[src/rtl/gfx_pkg.sv]
// rtl/gfx_pkg.sv - shared opcodes, FSM states and coordinate widths for the blitter
package gfx_pkg;
  localparam int X_W = 10;
  localparam int Y_W = 9;

  localparam logic [1:0] OP_FILL     = 2'b00;
  localparam logic [1:0] OP_DRAW     = 2'b01;
  localparam logic [1:0] OP_DRAW_KEY = 2'b10;
  localparam logic [1:0] OP_NOP      = 2'b11;

  typedef enum logic [2:0] {
    ST_IDLE,
    ST_SETUP,
    ST_FILL,
    ST_DRAW_RD,
    ST_DRAW_WR,
    ST_FIN
  } state_t;
endpackage

[src/rtl/gfx_raster_walker.sv]
// rtl/gfx_raster_walker.sv - raster-order x/y/row_base stepping over an inclusive rectangle
// Outputs describe the current pixel; on load they bypass to the top-left pixel so it can be used the same cycle.
module gfx_raster_walker
  import gfx_pkg::*;
#(
  parameter int SCREEN_W = 640,
  parameter int SCREEN_H = 480,
  parameter int VRAM_AW  = 19
) (
  input  logic               clk,
  input  logic               rst,
  input  logic               i_load,
  input  logic               i_step,
  input  logic [X_W-1:0]     i_tl_x,
  input  logic [X_W-1:0]     i_br_x,
  input  logic [Y_W-1:0]     i_tl_y,
  input  logic [Y_W-1:0]     i_br_y,
  output logic [VRAM_AW-1:0] o_addr,
  output logic               o_clipped,
  output logic               o_last
);
  logic [X_W-1:0]     r_x;
  logic [Y_W-1:0]     r_y;
  logic [VRAM_AW-1:0] r_rb;
  logic [X_W-1:0]     w_cur_x;
  logic [Y_W-1:0]     w_cur_y;
  logic [VRAM_AW-1:0] w_cur_rb;
  logic [VRAM_AW-1:0] w_rb0;
  logic               w_row_end;

  assign w_rb0     = VRAM_AW'(32'(i_tl_y) * SCREEN_W);
  assign w_cur_x   = i_load ? i_tl_x : r_x;
  assign w_cur_y   = i_load ? i_tl_y : r_y;
  assign w_cur_rb  = i_load ? w_rb0  : r_rb;
  assign w_row_end = (w_cur_x == i_br_x);

  assign o_addr    = w_cur_rb + VRAM_AW'(w_cur_x);
  assign o_clipped = (32'(w_cur_x) >= SCREEN_W) || (32'(w_cur_y) >= SCREEN_H);
  assign o_last    = w_row_end && (w_cur_y == i_br_y);

  always_ff @(posedge clk or posedge rst) begin
    if (rst) begin
      r_x  <= '0;
      r_y  <= '0;
      r_rb <= '0;
    end else if (i_step) begin
      if (w_row_end) begin
        r_x  <= i_tl_x;
        r_y  <= w_cur_y + 1'b1;
        r_rb <= w_cur_rb + VRAM_AW'(SCREEN_W);
      end else begin
        r_x  <= w_cur_x + 1'b1;
        r_y  <= w_cur_y;
        r_rb <= w_cur_rb;
      end
    end else if (i_load) begin
      r_x  <= i_tl_x;
      r_y  <= i_tl_y;
      r_rb <= w_rb0;
    end
  end
endmodule

[src/rtl/gfx_blitter.sv]
// rtl/gfx_blitter.sv - MMIO rectangle fill / sprite copy engine driving the VRAM write port
// Owns the command FSM, ROM address counter and registered VRAM outputs.
module gfx_blitter
  import gfx_pkg::*;
#(
  parameter int SCREEN_W = 640,
  parameter int SCREEN_H = 480,
  parameter int COLOR_W  = 12,
  parameter int ROM_AW   = 12,
  parameter int VRAM_AW  = 19
) (
  input  logic                                                clk,
  input  logic                                                rst,
  input  logic                                                start,
  input  logic [1:0]                                          opcode,
  input  logic [X_W-1:0]                                      tl_x,
  input  logic [X_W-1:0]                                      br_x,
  input  logic [Y_W-1:0]                                      tl_y,
  input  logic [Y_W-1:0]                                      br_y,
  input  logic [((COLOR_W > ROM_AW) ? COLOR_W : ROM_AW)-1:0] arg,
  input  logic [COLOR_W-1:0]                                  key,
  output logic                                                busy,
  output logic                                                done,
  output logic [ROM_AW-1:0]                                   rom_addr,
  input  logic [COLOR_W-1:0]                                  rom_data,
  output logic                                                vram_we,
  output logic [VRAM_AW-1:0]                                  vram_addr,
  output logic [COLOR_W-1:0]                                  vram_data
);
  localparam int ARG_W = (COLOR_W > ROM_AW) ? COLOR_W : ROM_AW;

  state_t             r_state, w_next;
  logic [1:0]         r_op;
  logic [X_W-1:0]     r_tl_x, r_br_x;
  logic [Y_W-1:0]     r_tl_y, r_br_y;
  logic [ARG_W-1:0]   r_arg;
  logic [COLOR_W-1:0] r_key;
  logic               r_wlast;
  logic               w_load, w_step, w_degen, w_fill_emit;
  logic               w_clipped, w_last, w_transparent;
  logic [VRAM_AW-1:0] w_addr;

  assign w_degen       = (r_br_x < r_tl_x) || (r_br_y < r_tl_y) || (r_op == OP_NOP);
  assign w_transparent = (r_op == OP_DRAW_KEY) && (rom_data == r_key);
  assign busy          = (r_state != ST_IDLE) && (r_state != ST_FIN);
  assign done          = (r_state == ST_FIN);

  gfx_raster_walker #(
    .SCREEN_W(SCREEN_W),
    .SCREEN_H(SCREEN_H),
    .VRAM_AW (VRAM_AW)
  ) u_walker (
    .clk      (clk),
    .rst      (rst),
    .i_load   (w_load),
    .i_step   (w_step),
    .i_tl_x   (r_tl_x),
    .i_br_x   (r_br_x),
    .i_tl_y   (r_tl_y),
    .i_br_y   (r_br_y),
    .o_addr   (w_addr),
    .o_clipped(w_clipped),
    .o_last   (w_last)
  );

  always_ff @(posedge clk or posedge rst) begin
    if (rst) r_state <= ST_IDLE;
    else     r_state <= w_next;
  end

  // Fill emits pixel 0 already in SETUP so writes appear from cycle 2; r_wlast marks the final one.
  always_comb begin
    w_next      = r_state;
    w_load      = 1'b0;
    w_step      = 1'b0;
    w_fill_emit = 1'b0;
    case (r_state)
      ST_IDLE:    if (start) w_next = ST_SETUP;
      ST_SETUP: begin
        w_load = 1'b1;
        if (w_degen) begin
          w_next = ST_FIN;
        end else if (r_op == OP_FILL) begin
          w_step      = 1'b1;
          w_fill_emit = 1'b1;
          w_next      = ST_FILL;
        end else begin
          w_next = ST_DRAW_RD;
        end
      end
      ST_FILL: begin
        if (r_wlast) begin
          w_next = ST_FIN;
        end else begin
          w_step      = 1'b1;
          w_fill_emit = 1'b1;
        end
      end
      ST_DRAW_RD: w_next = ST_DRAW_WR;
      ST_DRAW_WR: begin
        w_step = 1'b1;
        w_next = w_last ? ST_FIN : ST_DRAW_RD;
      end
      ST_FIN:     w_next = ST_IDLE;
      default:    w_next = ST_IDLE;
    endcase
  end

  always_ff @(posedge clk or posedge rst) begin
    if (rst) begin
      r_op      <= OP_NOP;
      r_tl_x    <= '0;
      r_br_x    <= '0;
      r_tl_y    <= '0;
      r_br_y    <= '0;
      r_arg     <= '0;
      r_key     <= '0;
      r_wlast   <= 1'b0;
      rom_addr  <= '0;
      vram_we   <= 1'b0;
      vram_addr <= '0;
      vram_data <= '0;
    end else begin
      vram_we <= 1'b0;
      if (r_state == ST_IDLE && start) begin
        r_op   <= opcode;
        r_tl_x <= tl_x;
        r_br_x <= br_x;
        r_tl_y <= tl_y;
        r_br_y <= br_y;
        r_arg  <= arg;
        r_key  <= key;
      end
      if (r_state == ST_SETUP) rom_addr <= r_arg[ROM_AW-1:0];
      if (w_fill_emit) begin
        vram_we   <= !w_clipped;
        vram_addr <= w_addr;
        vram_data <= r_arg[COLOR_W-1:0];
        r_wlast   <= w_last;
      end
      if (r_state == ST_DRAW_WR) begin
        vram_we   <= !w_clipped && !w_transparent;
        vram_addr <= w_addr;
        vram_data <= rom_data;
        rom_addr  <= rom_addr + 1'b1;
      end
    end
  end
endmodule

[config.mk]
export PLATFORM = sky130hd
export DESIGN_NAME = gfx_blitter
export DESIGN_NICKNAME = d
export VERILOG_FILES = /design/src/rtl/gfx_pkg.sv /design/src/rtl/gfx_raster_walker.sv /design/src/rtl/gfx_blitter.sv
export SDC_FILE = /design/constraint.sdc
export NUM_CORES = 1
export LEC_CHECK = 0
export BUFFER_PORTS_ARGS = -buffer_cell sky130_fd_sc_hd__buf_2
export CAP_MARGIN = 10
export CORE_ASPECT_RATIO = 1.1
export CORE_UTILIZATION = 41
export CTS_CLUSTER_DIAMETER = 50
export DETAILED_ROUTE_END_ITERATION = 10
export PLACE_DENSITY = 0.63
export SLEW_MARGIN = 40
export SYNTH_ARGS = -nofsm -noshare
export SYNTH_HDL_FRONTEND = slang
export SYNTH_SLANG_ARGS = --single-unit
export TNS_END_PERCENT = 10
[constraint.sdc]
create_clock -name clk -period 6.7 [get_ports clk]
set_input_delay 1.34 -clock clk [delete_from_list [all_inputs] [get_ports clk]]
set_output_delay 1.34 -clock clk [all_outputs]
set_load 0.005 [all_outputs]
After elaboration in Yosys (flattened, before gate mapping)
Cells that the tools add are included.

Flip-flop bits (word level): 150. Input bits: 79. Output and inout port bits: 46. Logic and storage cells: 84.

Add/sub/neg operators: 5. Multipliers: 1. Magnitude comparators: 4. Equal/unequal tests: 13. Multiplexer cells: 29. Reduce and logical (&&, ||, !) cells: 16.

Operator list (count): 2-to-1 mux 19 bit (5); 2-to-1 mux 12 bit (4); 2-to-1 mux 10 bit (3); 2-to-1 mux 9 bit (3); adder 19 x 10 -> 19 bit (1); adder 19 x 10 -> 19 bit (second input constant) (1); one-hot mux 3 bit (5 select lines) (1); adder 12 x 1 -> 12 bit (second input constant) (1); equality test 12 bit (1); multiplier 9 x 3 -> 12 bit (second input constant) (1); 2-to-1 mux 3 bit (4); adder 10 x 1 -> 10 bit (second input constant) (1); equality test 10 bit (1); >= comparator 10 bit (second input constant) (1); less-than comparator 10 bit (1); adder 9 x 1 -> 9 bit (second input constant) (1); equality test 9 bit (1); >= comparator 9 bit (second input constant) (1); less-than comparator 9 bit (1); 2-to-1 mux 1 bit (7); equality test 3 x 2 -> 1 bit (second input constant) (2); equality test 3 bit (second input constant) (2); logical AND 1 bit (5); equality test 2 bit (second input constant) (2); 12 further kinds (17).

Longest topological paths before layout
Word-level depth: 8. Depth in mapped cells: 17.

By module
Synthesis repeated with hierarchy kept, for this count alone.

Cell total of the unflattened synthesis: 800. Area total of the unflattened synthesis: 8583.2 um2.

By module, submodules not included: gfx_blitter (times used 1, cells an instance 431, area each 5246.3 um2, seq. area each 2805.2 um2); gfx_raster_walker (times used 1, cells an instance 369, area each 3337.0 um2, seq. area each 950.9 um2).

Worst setup path after synthesis
OpenSTA, ideal clock, no wires.

Path type: register -> register. Start: register r_state[0]. End: register vram_addr[18]. Setup time: 95 ps. Arrival: 3903 ps. Required time: 6605 ps. Path slack: 2701 ps. Cell stages (with the launch flop): 18. Buffers on the path: 5. Cells stage by stage: dfrtp_1 > buf_4 > or3b_1 > buf_6 > buf_6 > buf_2 > buf_1 > mux2i_1 > inv_1 > ha_1 > fa_1 > a21o_1 > a22o_1 > o41a_1 > a31oi_1 > inv_1 > and3_1 > o31ai_1.

Cells in the longest elaborated chain, start to end: 6.

RTL lines: from (decl) (line gfx_blitter.sv:32) `state_t r_state, w_next;`; from (signal assigned) (line gfx_blitter.sv:68) `else r_state <= w_next;`; equality test 3 x 1 -> 1 bit (line gfx_blitter.sv:77) `case (r_state)`; 2-to-1 mux 1 bit (line gfx_blitter.sv:77); 2-to-1 mux 19 bit / 2-to-1 mux 10 bit (equally long branches) (line gfx_raster_walker.sv:34, gfx_raster_walker.sv:32); adder 19 x 10 -> 19 bit (line gfx_raster_walker.sv:37) `assign o_addr = w_cur_rb + VRAM_AW'(w_cur_x);`; 2-to-1 mux 19 bit (line gfx_blitter.sv:135) `if (w_fill_emit) begin`; 2-to-1 mux 19 bit (line gfx_blitter.sv:141) `if (r_state == ST_DRAW_WR) begin`; to (signal assigned) (line gfx_blitter.sv:137) `vram_addr <= w_addr;`; to (signal assigned) (line gfx_blitter.sv:143) `vram_addr <= w_addr;`; to (decl) (line gfx_blitter.sv:27) `output logic [VRAM_AW-1:0] vram_addr,`.

Parallel ways exist; a longest one is shown, timed or not. The select of a mux whose other input is x is not followed. A chain may end at the register's enable or synchronous reset.

Worst setup path after layout
Start: register r_state[2]. End: register vram_addr[16].

Same word-level chain as after synthesis.

==> summary.md <==
| Metric | Value |
|---|---|
| Outcome | completed |
| Number of port buffers | 124 |
| Final Hold Fails | 0 |
| 1st-iter DRT viols | 445 |
| Num rows | 55 |
| Vias per Instance | 5.42 |
| Slew Viols, Final | 0 |
| Crit Path Class | reg -> reg |
| IO Count | 125 |
| Synthesized-area fraction occupied by adder cells | 7.08% |
| Hold buffers post-CTS | 0 |
| Grt ovf | 0 |
| Compound-Gate Fraction of Synth Area | 13.3% |
| Sequential-to-total area share from yosys stat | 43.2% |
| Fmax | 0.247 GHz |
| Top layer in use | met5 |
| Met2 routed WL | 10200 microns |
| Clock Pin Slew Worst Setup and Hold Paths | 0.07 ns |
| Max clock buf depth | 2 |
| Yosys warns | 0 |
| Total wire length | 21300 microns |
| CTS tree | built |
| Multiplexer area fraction after synthesis | 10.7% |
| RSZ-0062 raised after global routing | no |
| Worst relative slew slack | 49.7% |
| Most common cell after layout, fill and taps aside | dfrtp_1 |
| Nets | 1109 |
| DP Area | 9560 sq um |
| Area growth syn-to-layout | 17.0% |
| Clock skew | 0.0105 ns |
| Fillers | 1920 |
| Critical path peak fanout | 35 |
| Post-synth top flop | dfrtp_1 |
| Synth Net Count | 994 |
| Via count | 6794 |
| Die area | 21800 sq um |
| CP Data Arrival Time | 4.40 ns |
| Total track usage | 20.7% |
| Buffer count from post-CTS setup fixing | 0 |
| Post-Synth Simple-Gate Area | 14.7% |
| Final worst-path cycle share | 60.5% |
| DRC errors left | 0 |
| Endpoints failing setup | 0 |
| Initial antenna violation count | 2 |
| Most frequent cells in the layout | 148 x dfrtp_1, 124 x buf_2, 92 x nand2_1 |
| HP Class | reg -> reg |
| CORE AREA | 20600 sq um |
| Multi-input logic area | 4640 sq um |
| Critical path launch point type | flip-flop |
| Distinct cells, synth | 67 |
| CTS Sinks | 150 |
| H-tree Lvls | 4 |
| Worst Max-Slew Pin Slew | 0.744 ns |
| Met1 wire length | 9740 microns |
| Sum of negative setup slack | 0 ns |
| FF+latch area | 3760 sq um |
| Avg Inst Size Synth | 10.0 sq um |
| Crit. End Element | flip-flop |
| Drt first pass iters | 5 |
| #FFs+latches synth | 150 |
| Critical Path RT | 7.05 ns |
| Inserted Clock Buffers | 17 |
| First-pass GRT wire length | 35500 microns |
| Synth Area in XOR/XNOR | 7.16% |
| Gpl congestion | 0.807 |
| Async SR Flop Fraction | 100% |
| Min Tclk post-route | 4.06 ns |
| Initial Utilization | 42.1% |
| Fin Hold WS | 0.459 ns |
| Fin area | 10200 sq um |
| Die span in y | 155 microns |
| Clock network latency to the later pin of the worst-skew pair | 0.43 ns |
| Vias in the first global route | 6904 |
| Number of flops mapped to enable cells by yosys | 0 |
| Detailed placement HPWL | 15400 microns |
| Max Cap Viol | 0 |
| Cts repair resizes | 0 |
| Chip Width | 141 microns |
| Pleak | 0.00481 uW |
| FF-to-FF setup slack | 2.64 ns |
| Routed WL per cell | 17.0 microns |
| Netlist Area Pre-Place | 8690 sq um |
| Largest family of logic cells by synthesized area | simple AND/OR/NAND/NOR gates |
| Clock Tree Root | clkbuf_16 |
| Layout cells sized above 1 | 24.2% |
| VDD IR-drop max | 0.000284 V |
| Met3 Wirelength | 1190 microns |
| Detail Route Antenna Nets | 0 |
| Synth Instances | 867 |
| Power density cells | 548 nW/um^2 |
| Largest net degree at the start of global routing | 106 |
==> through the flow <==
step / power, uW / std cells / worst slack, ns / utilization, %
2_1_floorplan: 3790 / 867 / 1.33 / -
3_3_place_gp: 4540 / 1218 / 2.45 / 46.2
3_5_place_dp: 4590 / 1218 / 2.63 / 46.3
4_1_cts: 5590 / 1250 / 2.62 / 49.1
5_1_grt: 6050 / 1251 / 2.29 / 49.2
6_report: 5570 / 1253 / 2.64 / 49.2
==> Yosys cell counts, drive strengths merged (2+ instances only) <==
library cell	count	share of area [%]
a2111oi	4	0.84
a211oi	7	0.60
a21boi	4	0.39
a21o	7	0.60
a21oi	35	2.1
a221o	6	0.69
a222oi	3	0.35
a22o	2	0.20
a22oi	5	0.43
a2bb2oi	4	0.40
a311o	2	0.23
a31oi	7	0.50
a41oi	2	0.20
and2	9	0.65
and3	12	0.86
buf	14	1.2
clkbuf	23	0.99
dfrtp	148	43
dfstp	2	0.60
fa	2	0.46
ha	46	6.6
inv	41	1.8
mux2	52	6.7
mux2i	34	3.9
nand2	93	4.1
nand2b	6	0.43
nand3	29	1.7
nand4	12	0.86
nor2	53	2.3
nor2b	4	0.29
nor3	12	0.75
nor3b	5	0.49
nor4	12	1.0
nor4b	7	0.71
o21ai	67	3.9
o311ai	3	0.30
o31ai	5	0.55
or2	2	0.14
or3	3	0.22
xnor2	22	2.2
xor2	49	4.9
==> power breakdown <==
| group | internal [uW] | leakage [uW] | switching [uW] | total, uW |
|---|---|---|---|---|
| logic | 1230 | 0.00269 | 1650 | 2880 |
| clock network | 567 | 0.000286 | 391 | 958 |
| registers | 1350 | 0.00182 | 390 | 1740 |
==> worst max-delay path: stages (launching register included) <==
cell     delay [ns]
dfrtp_1        0.58
or3b_4         0.60
mux2i_1        0.35
inv_1          0.12
ha_1           0.24
fa_1           0.40
a21o_1         0.20
a22o_1         0.22
o41a_1         0.35
a31oi_1        0.44
nor3_1         0.14
xor2_1         0.17
a21oi_1        0.15
==> path summary, 6_finish.rpt <==
kind,start,to,cells after the start
setup / recovery,r_state[2]$_DFFE_PP0P_,vram_addr[16]$_DFFE_PP0P_,12
hold / removal,vram_addr[1]$_DFFE_PP0P_,vram_addr[1]$_DFFE_PP0P_,2
setup reg to reg,r_state[2]$_DFFE_PP0P_,vram_addr[16]$_DFFE_PP0P_,12
hold reg to reg,vram_addr[1]$_DFFE_PP0P_,vram_addr[1]$_DFFE_PP0P_,2
max in group asynchronous,rst,u_walker.r_y[6]$_DFF_PP0_,3
min in group asynchronous,rst,rom_addr[5]$_DFFE_PP0P_,2
==> cell families (layout without fill, tap and decap cells) <==
logic type	Yosys count	after routing
mux	86	86
simple gates	260	260
xor+xnor	71	71
flops	150	150
compound gates	174	174
fa+ha+maj	48	48
other cells	0	2
buf+inv	78	206
==> sequential cells by signal, indices dropped and copies added (netlist names), 2 cells and up <==
register,count
u_walker.r_x,10
r_br_y,9
u_walker.r_y,9
r_arg,12
u_walker.r_rb,19
r_br_x,10
r_state,3
r_key,12
vram_addr,19
r_tl_y,9
rom_addr,12
r_op,2
vram_data,12
r_tl_x,10
==> area by class of cell <==
class	count	share of cell area (%)
antenna	2	0.0492
sequential	150	37.0
clock inverter	12	1.24
clock buffer	20	4.49
inverter	41	1.64
timing repair buffer	133	6.81
tap	256	3.15
multi-input combinational	639	45.7
==> per-layer routing <==
layer / global-route usage [%] / vias to the layer above
li1: - / 3327
met3: 5.11 / 22
met1: 26.6 / 3290
met5: 0 / -
met2: 34.8 / 153
met4: 5.07 / 2
Note: power is estimated with default switching activity, not from simulation.
